File: config.mk
export PLATFORM = sky130hd
export DESIGN_NAME = ins_loader_flat
export DESIGN_NICKNAME = d
export VERILOG_FILES = /design/src/rtl/ins_loader_if.sv /design/src/rtl/ins_loader.sv /design/src/flat_wrapper.sv
export SDC_FILE = /design/constraint.sdc
export NUM_CORES = 1
export LEC_CHECK = 0
export ABC_AREA = 1
export CAP_MARGIN = 5
export CORE_ASPECT_RATIO = 2
export CORE_UTILIZATION = 45
export CTS_BUF_LIST = sky130_fd_sc_hd__clkbuf_2 sky130_fd_sc_hd__clkbuf_4 sky130_fd_sc_hd__clkbuf_8
export CTS_CLUSTER_DIAMETER = 200
export DETAILED_ROUTE_END_ITERATION = 6
export HOLD_SLACK_MARGIN = 0.1
export PLACE_DENSITY = 0.79
export SETUP_SLACK_MARGIN = 0.4
export SYNTH_ARGS = -nofsm -noshare
export SYNTH_HDL_FRONTEND = slang
export SYNTH_SLANG_ARGS = --single-unit
File: constraint.sdc
create_clock -name clk -period 2.6 [get_ports clk]
set_input_delay 0.26 -clock clk [delete_from_list [all_inputs] [get_ports clk]]
set_output_delay 0.26 -clock clk [all_outputs]
set_load 0.005 [all_outputs]
File: src/rtl/ins_loader_if.sv
// Host byte link plus the loader's write port into the instruction BRAM.
// The host side (byte source / BRAM observer) uses master; the loader uses slave.
interface ins_loader_if #(
  parameter int ADDR_W = 12
) ();
  logic              in_valid;
  logic [7:0]        in_data;
  logic              in_ready;
  logic              bram_we;
  logic [ADDR_W-1:0] bram_addr;
  logic [7:0]        bram_din;

  modport master (
    output in_valid, in_data,
    input  in_ready, bram_we, bram_addr, bram_din
  );

  modport slave (
    input  in_valid, in_data,
    output in_ready, bram_we, bram_addr, bram_din
  );
endinterface

File: src/rtl/ins_loader.sv
// Boot loader: parses SYNC/LEN/payload/CKSUM frames into the instruction BRAM and
// holds the core until a frame verifies. Optional idle timeout: LOADER_TIMEOUT_EN.
module ins_loader #(
  parameter int          ADDR_W      = 12,
  parameter logic [7:0]  SYNC_BYTE   = 8'hA5,
  parameter int          TIMEOUT_CYC = 1000000
) (
  input  logic          clk,
  input  logic          rst,
  ins_loader_if.slave   bus,
  output logic          cpu_hold,
  output logic          load_done,
  output logic          load_err,
  output logic [ADDR_W:0] byte_cnt
);

  typedef enum logic [2:0] {
    S_IDLE, S_LEN_LO, S_LEN_HI, S_DATA, S_CKSUM, S_DONE, S_ERROR
  } state_t;

  localparam logic [16:0] LEN_MAX = 17'(1) << ADDR_W;

  state_t            state_q, state_d;
  logic [15:0]       len_q, len_d;
  logic [ADDR_W:0]   cnt_q, cnt_d;
  logic [7:0]        sum_q, sum_d;
  logic              we_q, we_d;
  logic [ADDR_W-1:0] addr_q, addr_d;
  logic [7:0]        din_q, din_d;
  logic              hold_q, hold_d;
  logic              err_q, err_d;
  logic              accept;
  logic [ADDR_W:0]   cnt_inc;
  logic [16:0]       len_new;

`ifdef LOADER_TIMEOUT_EN
  localparam int TW = (TIMEOUT_CYC > 1) ? $clog2(TIMEOUT_CYC) : 1;
  logic [TW-1:0] tmo_q, tmo_d;
`endif

  assign accept  = bus.in_valid && (state_q != S_DONE);
  assign cnt_inc = cnt_q + 1'b1;
  assign len_new = {1'b0, bus.in_data, len_q[7:0]};

  always_comb begin
    state_d = state_q;
    len_d   = len_q;
    cnt_d   = cnt_q;
    sum_d   = sum_q;
    we_d    = 1'b0;
    addr_d  = addr_q;
    din_d   = din_q;
    hold_d  = hold_q;
    err_d   = err_q;
    case (state_q)
      S_IDLE, S_ERROR: begin
        if (accept && bus.in_data == SYNC_BYTE) begin
          state_d = S_LEN_LO;
          err_d   = 1'b0;
          cnt_d   = '0;
          addr_d  = '0;
          sum_d   = '0;
          hold_d  = 1'b1;
        end
      end
      S_LEN_LO: begin
        if (accept) begin
          len_d[7:0] = bus.in_data;
          state_d    = S_LEN_HI;
        end
      end
      S_LEN_HI: begin
        if (accept) begin
          len_d = len_new[15:0];
          if (len_new > LEN_MAX) begin
            state_d = S_ERROR;
            err_d   = 1'b1;
          end else if (len_new == 17'd0) begin
            state_d = S_CKSUM;
          end else begin
            state_d = S_DATA;
          end
        end
      end
      S_DATA: begin
        // Write is registered here and shows on the BRAM port one cycle later.
        if (accept) begin
          we_d   = 1'b1;
          addr_d = cnt_q[ADDR_W-1:0];
          din_d  = bus.in_data;
          cnt_d  = cnt_inc;
          sum_d  = sum_q + bus.in_data;
          if (17'(cnt_inc) == {1'b0, len_q})
            state_d = S_CKSUM;
        end
      end
      S_CKSUM: begin
        if (accept) begin
          if (bus.in_data == sum_q) begin
            state_d = S_DONE;
            hold_d  = 1'b0;
          end else begin
            state_d = S_ERROR;
            err_d   = 1'b1;
          end
        end
      end
      S_DONE:  state_d = S_IDLE;
      default: state_d = S_IDLE;
    endcase

`ifdef LOADER_TIMEOUT_EN
    tmo_d = '0;
    if ((state_q == S_LEN_LO || state_q == S_LEN_HI ||
         state_q == S_DATA   || state_q == S_CKSUM) && !accept) begin
      if (tmo_q == TW'(TIMEOUT_CYC - 1)) begin
        state_d = S_ERROR;
        err_d   = 1'b1;
      end else begin
        tmo_d = tmo_q + 1'b1;
      end
    end
`endif
  end

  always_ff @(posedge clk) begin
    if (!rst) begin
      state_q <= S_IDLE;
      len_q   <= '0;
      cnt_q   <= '0;
      sum_q   <= '0;
      we_q    <= 1'b0;
      addr_q  <= '0;
      din_q   <= '0;
      hold_q  <= 1'b1;
      err_q   <= 1'b0;
    end else begin
      state_q <= state_d;
      len_q   <= len_d;
      cnt_q   <= cnt_d;
      sum_q   <= sum_d;
      we_q    <= we_d;
      addr_q  <= addr_d;
      din_q   <= din_d;
      hold_q  <= hold_d;
      err_q   <= err_d;
    end
  end

`ifdef LOADER_TIMEOUT_EN
  always_ff @(posedge clk) begin
    if (!rst) tmo_q <= '0;
    else      tmo_q <= tmo_d;
  end
`endif

  assign bus.in_ready  = (state_q != S_DONE);
  assign bus.bram_we   = we_q;
  assign bus.bram_addr = addr_q;
  assign bus.bram_din  = din_q;
  assign cpu_hold      = hold_q;
  assign load_done     = (state_q == S_DONE);
  assign load_err      = err_q;
  assign byte_cnt      = cnt_q;

endmodule

File: src/flat_wrapper.sv
// flat-port wrapper written by rule: the top's interface ports become plain ports
module ins_loader_flat 
#(
  parameter int          ADDR_W      = 12,
  parameter logic [7:0]  SYNC_BYTE   = 8'hA5,
  parameter int          TIMEOUT_CYC = 1000000
)
  (clk, rst, cpu_hold, load_done, load_err, byte_cnt, bus_in_valid, bus_in_data, bus_in_ready, bus_bram_we, bus_bram_addr, bus_bram_din);
  ins_loader_if #(.ADDR_W(ADDR_W)) bus_i ();
  input  logic clk;
  input  logic rst;
  output logic cpu_hold;
  output logic load_done;
  output logic load_err;
  output logic [ADDR_W:0] byte_cnt;
  input wire logic [$bits(bus_i.in_valid)-1:0] bus_in_valid;
  input wire logic [$bits(bus_i.in_data)-1:0] bus_in_data;
  output wire logic [$bits(bus_i.in_ready)-1:0] bus_in_ready;
  output wire logic [$bits(bus_i.bram_we)-1:0] bus_bram_we;
  output wire logic [$bits(bus_i.bram_addr)-1:0] bus_bram_addr;
  output wire logic [$bits(bus_i.bram_din)-1:0] bus_bram_din;
  assign bus_i.in_valid = bus_in_valid;
  assign bus_i.in_data = bus_in_data;
  assign bus_in_ready = bus_i.in_ready;
  assign bus_bram_we = bus_i.bram_we;
  assign bus_bram_addr = bus_i.bram_addr;
  assign bus_bram_din = bus_i.bram_din;
  ins_loader #(.ADDR_W(ADDR_W), .SYNC_BYTE(SYNC_BYTE), .TIMEOUT_CYC(TIMEOUT_CYC)) u_core (.clk(clk), .rst(rst), .bus(bus_i), .cpu_hold(cpu_hold), .load_done(load_done), .load_err(load_err), .byte_cnt(byte_cnt));
endmodule
==> results of run 1 <==
-- state kept, by name (all words and copies together), names as in the netlist --
signal and flops:
u_core.state_q 3, u_core.bus.bram_we 1, u_core.cpu_hold 1, u_core.len_q 16, u_core.bus.bram_addr 12, u_core.byte_cnt 13, u_core.bus.bram_din 8, u_core.load_err 1
u_core.sum_q 8
-- placed cells by master (no fill, tap or decap), types with 5 or more instances in the layout --
cell	count
a21oi_1	51
buf_4	10
o21ai_0	37
nand3_1	35
inv_1	44
nor2_1	54
nand4_1	5
ha_1	7
nand2_1	114
nand2_2	7
dfxtp_1	63
nand3b_1	5
clkbuf_8	13
nor2_4	7
clkdlybuf4s50_1	48
-- critical path, delay by kind of cell --
family | cells | cell delay (ns)
adders and majority gates | 2 | 0.65
and+or+nand+nor | 5 | 0.36
buffers and inverters | 2 | 0.48
AOI/OAI and AO/OA | 4 | 0.57
-- final cells by class --
| class | count | area (µm²) | share of cell area (%) |
|---|---|---|---|
| Tap cell | 92 | 115 | 2.75 |
| Sequential cell | 63 | 1260 | 30.1 |
| Timing Repair Buffer | 58 | 556 | 13.3 |
| Clock buffer | 14 | 186 | 4.45 |
| Inverter | 50 | 188 | 4.48 |
| Multi-Input combinational cell | 362 | 1880 | 45.0 |
-- power by group --
group | total [W] | leakage (nW) | internal, W | switching (W)
clock | 0.000806 | 0.0981 | 0.000451 | 0.000355
combinational | 0.00173 | 1.12 | 0.000649 | 0.00108
sequential | 0.00135 | 0.512 | 0.00114 | 0.000207
-- logic make-up after synthesis --
kind of cell	Yosys count
simple gates	242
compound gates	105
buf+inv	65
flops	63
fa+ha+maj	9
xor+xnor	6
-- stage by stage --
step           instances  hold WS, ns  power, W
2_1_floorplan        490        0.363   0.00258
3_3_place_gp         625        0.447   0.00302
5_1_grt              639        0.486   0.00417
6_report             639        0.461   0.00388
3_5_place_dp         625        0.455   0.00305
4_1_cts              639        0.465   0.00386
-- worst paths after layout --
path | depth (start not counted) | slack, ns | start | to
max | 13 | 0.54 | bus_in_data[0] | u_core.sum_q[6]
min reg2reg | 2 | 0.46 | u_core.bus.bram_addr[10] | u_core.bus.bram_addr[10]
max reg2reg | 14 | 0.59 | u_core.byte_cnt[0] | u_core.state_q[0]
min | 2 | 0.46 | u_core.bus.bram_addr[10] | u_core.bus.bram_addr[10]
-- layer usage --
layer  vias up  share of wire (%)  routed length, µm  global-route usage (%)
met3        32                4.2                401                    4.40
met5         -                  0                  0                       0
met1      1623                 38               3560                    26.0
met2       117                 54               5150                    45.7
met4         0                3.8                362                    13.8
li1       1711                  -                  -                       -
==> results.toml, run 1 <==
[cts]
clock_latency_ns = 0.34
path_clk_slew_ns = 0.07
cts_buffer_depth = 2
htree_levels = 3
cts_tree = "done"
cts_sinks = 63
cts_resized = 0
cts_root_buf = "clkbuf_8"
cts.hold.buffers_added = 0
numCtsBuffers = 9
cts_setup_buffers = 0

[synth]
synth_xor_area_share_pct = 2.21
syn_area_mm2 = 0.00339
synth_fa_ha_area_share_pct = 3.54
yosysMostFrequentCell = "nand2_1"
netlist.area_leader.share_pct = 37.2
synth_common_cells = "114 x nand2_1, 63 x dfxtp_1, 54 x nor2_1, 52 x a21oi_1, 44 x inv_1"
synthMuxAreaShare_pct = 0
avgSynthCellArea_um2 = 6.92
yosys.area_share.simple_pct = 32.3
synth_area_leaders = "dfxtp_1 37%, nand2_1 13%, a21oi_1 7.7%, nor2_1 6.0%, o21ai_0 5.6%"
synth.distinct_cells = 36
synth_top_family_by_area = "simple AND/OR/NAND/NOR gates"
synth_largest_area_cell = "dfxtp_1"
synth-compound-area-share_pct = 16.8
yosys_warnings = 0
ys_seq_area_share_pct = 37.2
synth-edff-count = 0
synthArstFlopShare_pct = 0
ys_ff_latch = 63
syn-num-nets = 510
synth_cells = 490
synthFlopType = "dfxtp_1"

[floorplan]
coreArea_mm2 = 0.00727
initial_core_util_pct = 46.6
die_x_um = 63.4
placement_rows = 44
ioPinCount = 49
dieArea_mm2 = 0.00790
die_height_um = 125

[placed_design]
place.gp.congestion = 0.853
pre_cts_slack_ns = 0.109
io_buffer_count = 48
postPlaceCellArea_mm2 = 0.00398
hpwl_mm = 6.91

[timing]
timing.final.crit_period_ns = 2.06
finalCritPeriodShare_pct = 79.2
setup_violations = 0
rsz0062_at_grt = "no"
finalClockSkew_ns = 0.00778
finalSetupTns_ns = 0
setup_ws_ns = 0.541
maxSlewViolCount = 0
worstMarginPinSlew_ns = 0.646
slew_headroom_pct = 56.5
fmax_ghz = 0.486
hold_viol_final = 0

[worst_setup_path]
cp-start-kind = "input port"
cp.arrival_ns = 2.33
critical_path_class = "in -> reg"
crit_chain = "clkdlybuf4s50_1, ha_1, fa_1, nand2_1, inv_1, o21a_1, o21ai_2, nand2_1, a21oi_2, nor2_1, nor2_1, nand2_1, a21oi_1"
crit_required_ns = 2.87
critPathCaptureType = "flip-flop"
max_stage_delay_ns = 0.43
critPathSlowestCell = "clkdlybuf4s50_1"
cp_max_fo = 2
crit_top_cell = "nand2_1"

[worst_hold_path]
min_path_type = "reg -> reg"

[flow_run]
max_cap_viol_count = 0

[final_layout]
drive_gt1_share_pct = 10.6
fin_area_mm2 = 0.00419
area_growth_syn_to_layout_pct = 23.6
layout.nets = 564
utilization_pct = 57.6
num-fill-cells = 733
n_antenna_cell = 0

[grt]
grt_pass1_wl_mm = 15.5
grt-ovfl-total = 0
grt_pass1_vias = 3342
antenna_found_initial = 0
grt_use_total_pct = 25.1
grt_max_degree = 39

[detailed_routing]
drc = 0
avgViaCountPerCell = 5.45
drtPass1Iterations = 5
drtIter0Drc = 186
routed_wirelength_mm = 9.47
post_drt_wl_per_cell_um = 14.8
vias = 3483
ant_nets = 0

[power_and_ir_drop]
p_per_area_mw_per_mm2 = 927
max-vdd-ir-drop_v = 0.000811
p_leak_nw = 1.73

[outcome]
status = "completed"
Note: power is estimated with default switching activity, not from simulation.
==> run 2: changes to the inputs <==
Settings changed: PLACE_DENSITY 0.79 to 0.82.
Clock period 2.6 ns to 1.78 ns, I/O delays scaled along.
==> run 2 against run 1 <==
Effect of this change: the flow now finishes with violations (negative setup slack); wire length rose by 55%; hold slack got worse by 0.081 ns; clock skew rose by 0.0083 ns; sequential power rose by 50%; setup slack got worse by 0.73 ns; count of clock-buffer cells in the layout fell by 5; critical path type is now reg -> reg; utilization rose by 22 points; die area did not move; largest power group unchanged.
==> results.toml, run 2 (same netlist as run 1, synthesis figures left out) <==
[final_layout]
n_antenna_cell = 0
area_growth_syn_to_layout_pct = 69.8
utilization_pct = 79.2
layout_common_cells = "82 x nand2_1, 68 x buf_4, 47 x nor2_1"
mostFrequentLayoutCell = "nand2_1"
drive_gt1_share_pct = 43.7
largest_reg_flops = 16
top_register = "u_core.len_q"
layout.nets = 649
num-fill-cells = 418
finalNonFillerCells = 726

[worst_setup_path]
crit_chain = "ha_4, nand2_8, o21ai_2, nand2_1, nand2_1, nand3_2, nor2_4, nand2_2, nor2_4, nand2_2, nand2_4, nand3_2, nand2_1, nor2_1"
cp_max_fo = 6
crit_required_ns = 2.02
path_delay_family = "simple AND/OR/NAND/NOR gates"
max_stage_delay_ns = 0.38
critPathSlowestCell = "dfxtp_4"
crit_top_cell = "nand2_1"
cp.arrival_ns = 2.21
cp-start-kind = "flip-flop"
worst-path-buf-inv = 0
critPathCaptureType = "flip-flop"
critical_path_class = "reg -> reg"

[timing]
setup_ws_ns = -0.190
maxSlewViolCount = 0
finalClockSkew_ns = 0.0161
timing.final.crit_period_ns = 1.97
finalCritPeriodShare_pct = 111
hold_viol_final = 0
setup_violations = 4
slew_headroom_pct = 59.1
worstMarginPinSlew_ns = 0.613
fmax_ghz = 0.508
rsz0062_at_grt = "yes"

[detailed_routing]
post_drt_wl_per_cell_um = 20.3
drtIter0Drc = 446
vias = 4357
drc = 0
drtPass1Iterations = 6
avgViaCountPerCell = 6.00
ant_nets = 0
routed_wirelength_mm = 14.7

[floorplan]
die_x_um = 63.4
ioPinCount = 49
coreArea_mm2 = 0.00727
dieArea_mm2 = 0.00790
die_height_um = 125
placement_rows = 44
initial_core_util_pct = 46.6

[grt]
grt_pass1_wl_mm = 18.9
grt_use_total_pct = 31.4
antenna_found_initial = 0
grt_max_degree = 35
grt_pass1_vias = 4006
grt-ovfl-total = 0

[worst_hold_path]
min_path_type = "in -> reg"

[power_and_ir_drop]
p_leak_nw = 2.70
p_per_area_mw_per_mm2 = 1630
max-vdd-ir-drop_v = 0.00111

[placed_design]
dp_cells = 667
hpwl_mm = 7.29
place.gp.congestion = 0.943
io_buffer_count = 48

[outcome]
status = "finished, violations left"
violations = "negative setup slack"

[flow_run]
max_cap_viol_count = 0

[cts]
cts_tree = "done"
cts_root_buf = "clkbuf_8"
htree_levels = 3
cts_buffer_depth = 2
cts_sinks = 63
numCtsBuffers = 9
path_clk_slew_ns = 0.08
cts.hold.buffers_added = 0
clock_latency_ns = 0.36
run 2: worst min-delay path, stage by stage:
cell and delay, ns:
dlygate4sd2_1 0.28, buf_4 0.15, nand2_1 0.05, nand2_1 0.04
run 2: final timing paths:
kind / start / endpoint / slack, ns / cells past startpoint
max: u_core.byte_cnt[0] / u_core.state_q[2] / -0.19 / 14
min: bus_in_data[1] / u_core.bus.bram_din[1] / 0.38 / 4
max reg2reg: u_core.byte_cnt[0] / u_core.state_q[2] / -0.19 / 14
min reg2reg: u_core.bus.bram_addr[1] / u_core.bus.bram_addr[1] / 0.46 / 2
run 2: area by class of cell:
cell class	instances	area [µm²]	share of cell area, %
inverters	50	219	3.80
clock buffers	9	124	2.15
multi-input cells	362	2400	41.7
repair inverters	1	6.26	0.109
well taps	92	115	2.00
clock inverters	7	145	2.52
flip-flops and latches	63	1330	23.1
repair buffers	142	1420	24.6
run 2: per-layer routing:
layer | vias up | routed length (µm) | track usage, %
met5 | - | 0 | 0
met4 | 0 | 1360 | 27.1
li1 | 1893 | - | -
met1 | 2001 | 4640 | 30.0
met3 | 133 | 1110 | 5.95
met2 | 330 | 7600 | 55.1
run 2: what timing repair did:
action | CTS | global route
gates cloned | 2 | 4
setup endpoints to repair | 71 | 79
resized for setup | 134 | 116
pin swaps | 13 | 43
buffers inserted | 21 | 16
run 2: where the power goes:
| group | switching, W | leakage, nW | internal, W | total (W) |
|---|---|---|---|---|
| registers | 0.000296 | 0.531 | 0.00173 | 0.00202 |
| clock network | 0.000654 | 0.130 | 0.00108 | 0.00173 |
| logic | 0.00300 | 2.04 | 0.00262 | 0.00562 |
run 2: metrics by stage:
step | setup TNS (ns) | power, W | cell area [µm²] | hold slack [ns] | setup WS (ns)
after floorplan | 0 | 0.00391 | 3520 | 0.281 | 0.0276
after global placement | -7.78 | 0.00493 | 4430 | 0.443 | -0.428
after detailed placement | -8.56 | 0.00500 | 4430 | 0.449 | -0.485
after CTS | -0.151 | 0.00796 | 5220 | 0.365 | -0.0536
after global routing | -1.44 | 0.00974 | 5760 | 0.416 | -0.442
final | -0.579 | 0.00937 | 5760 | 0.380 | -0.190
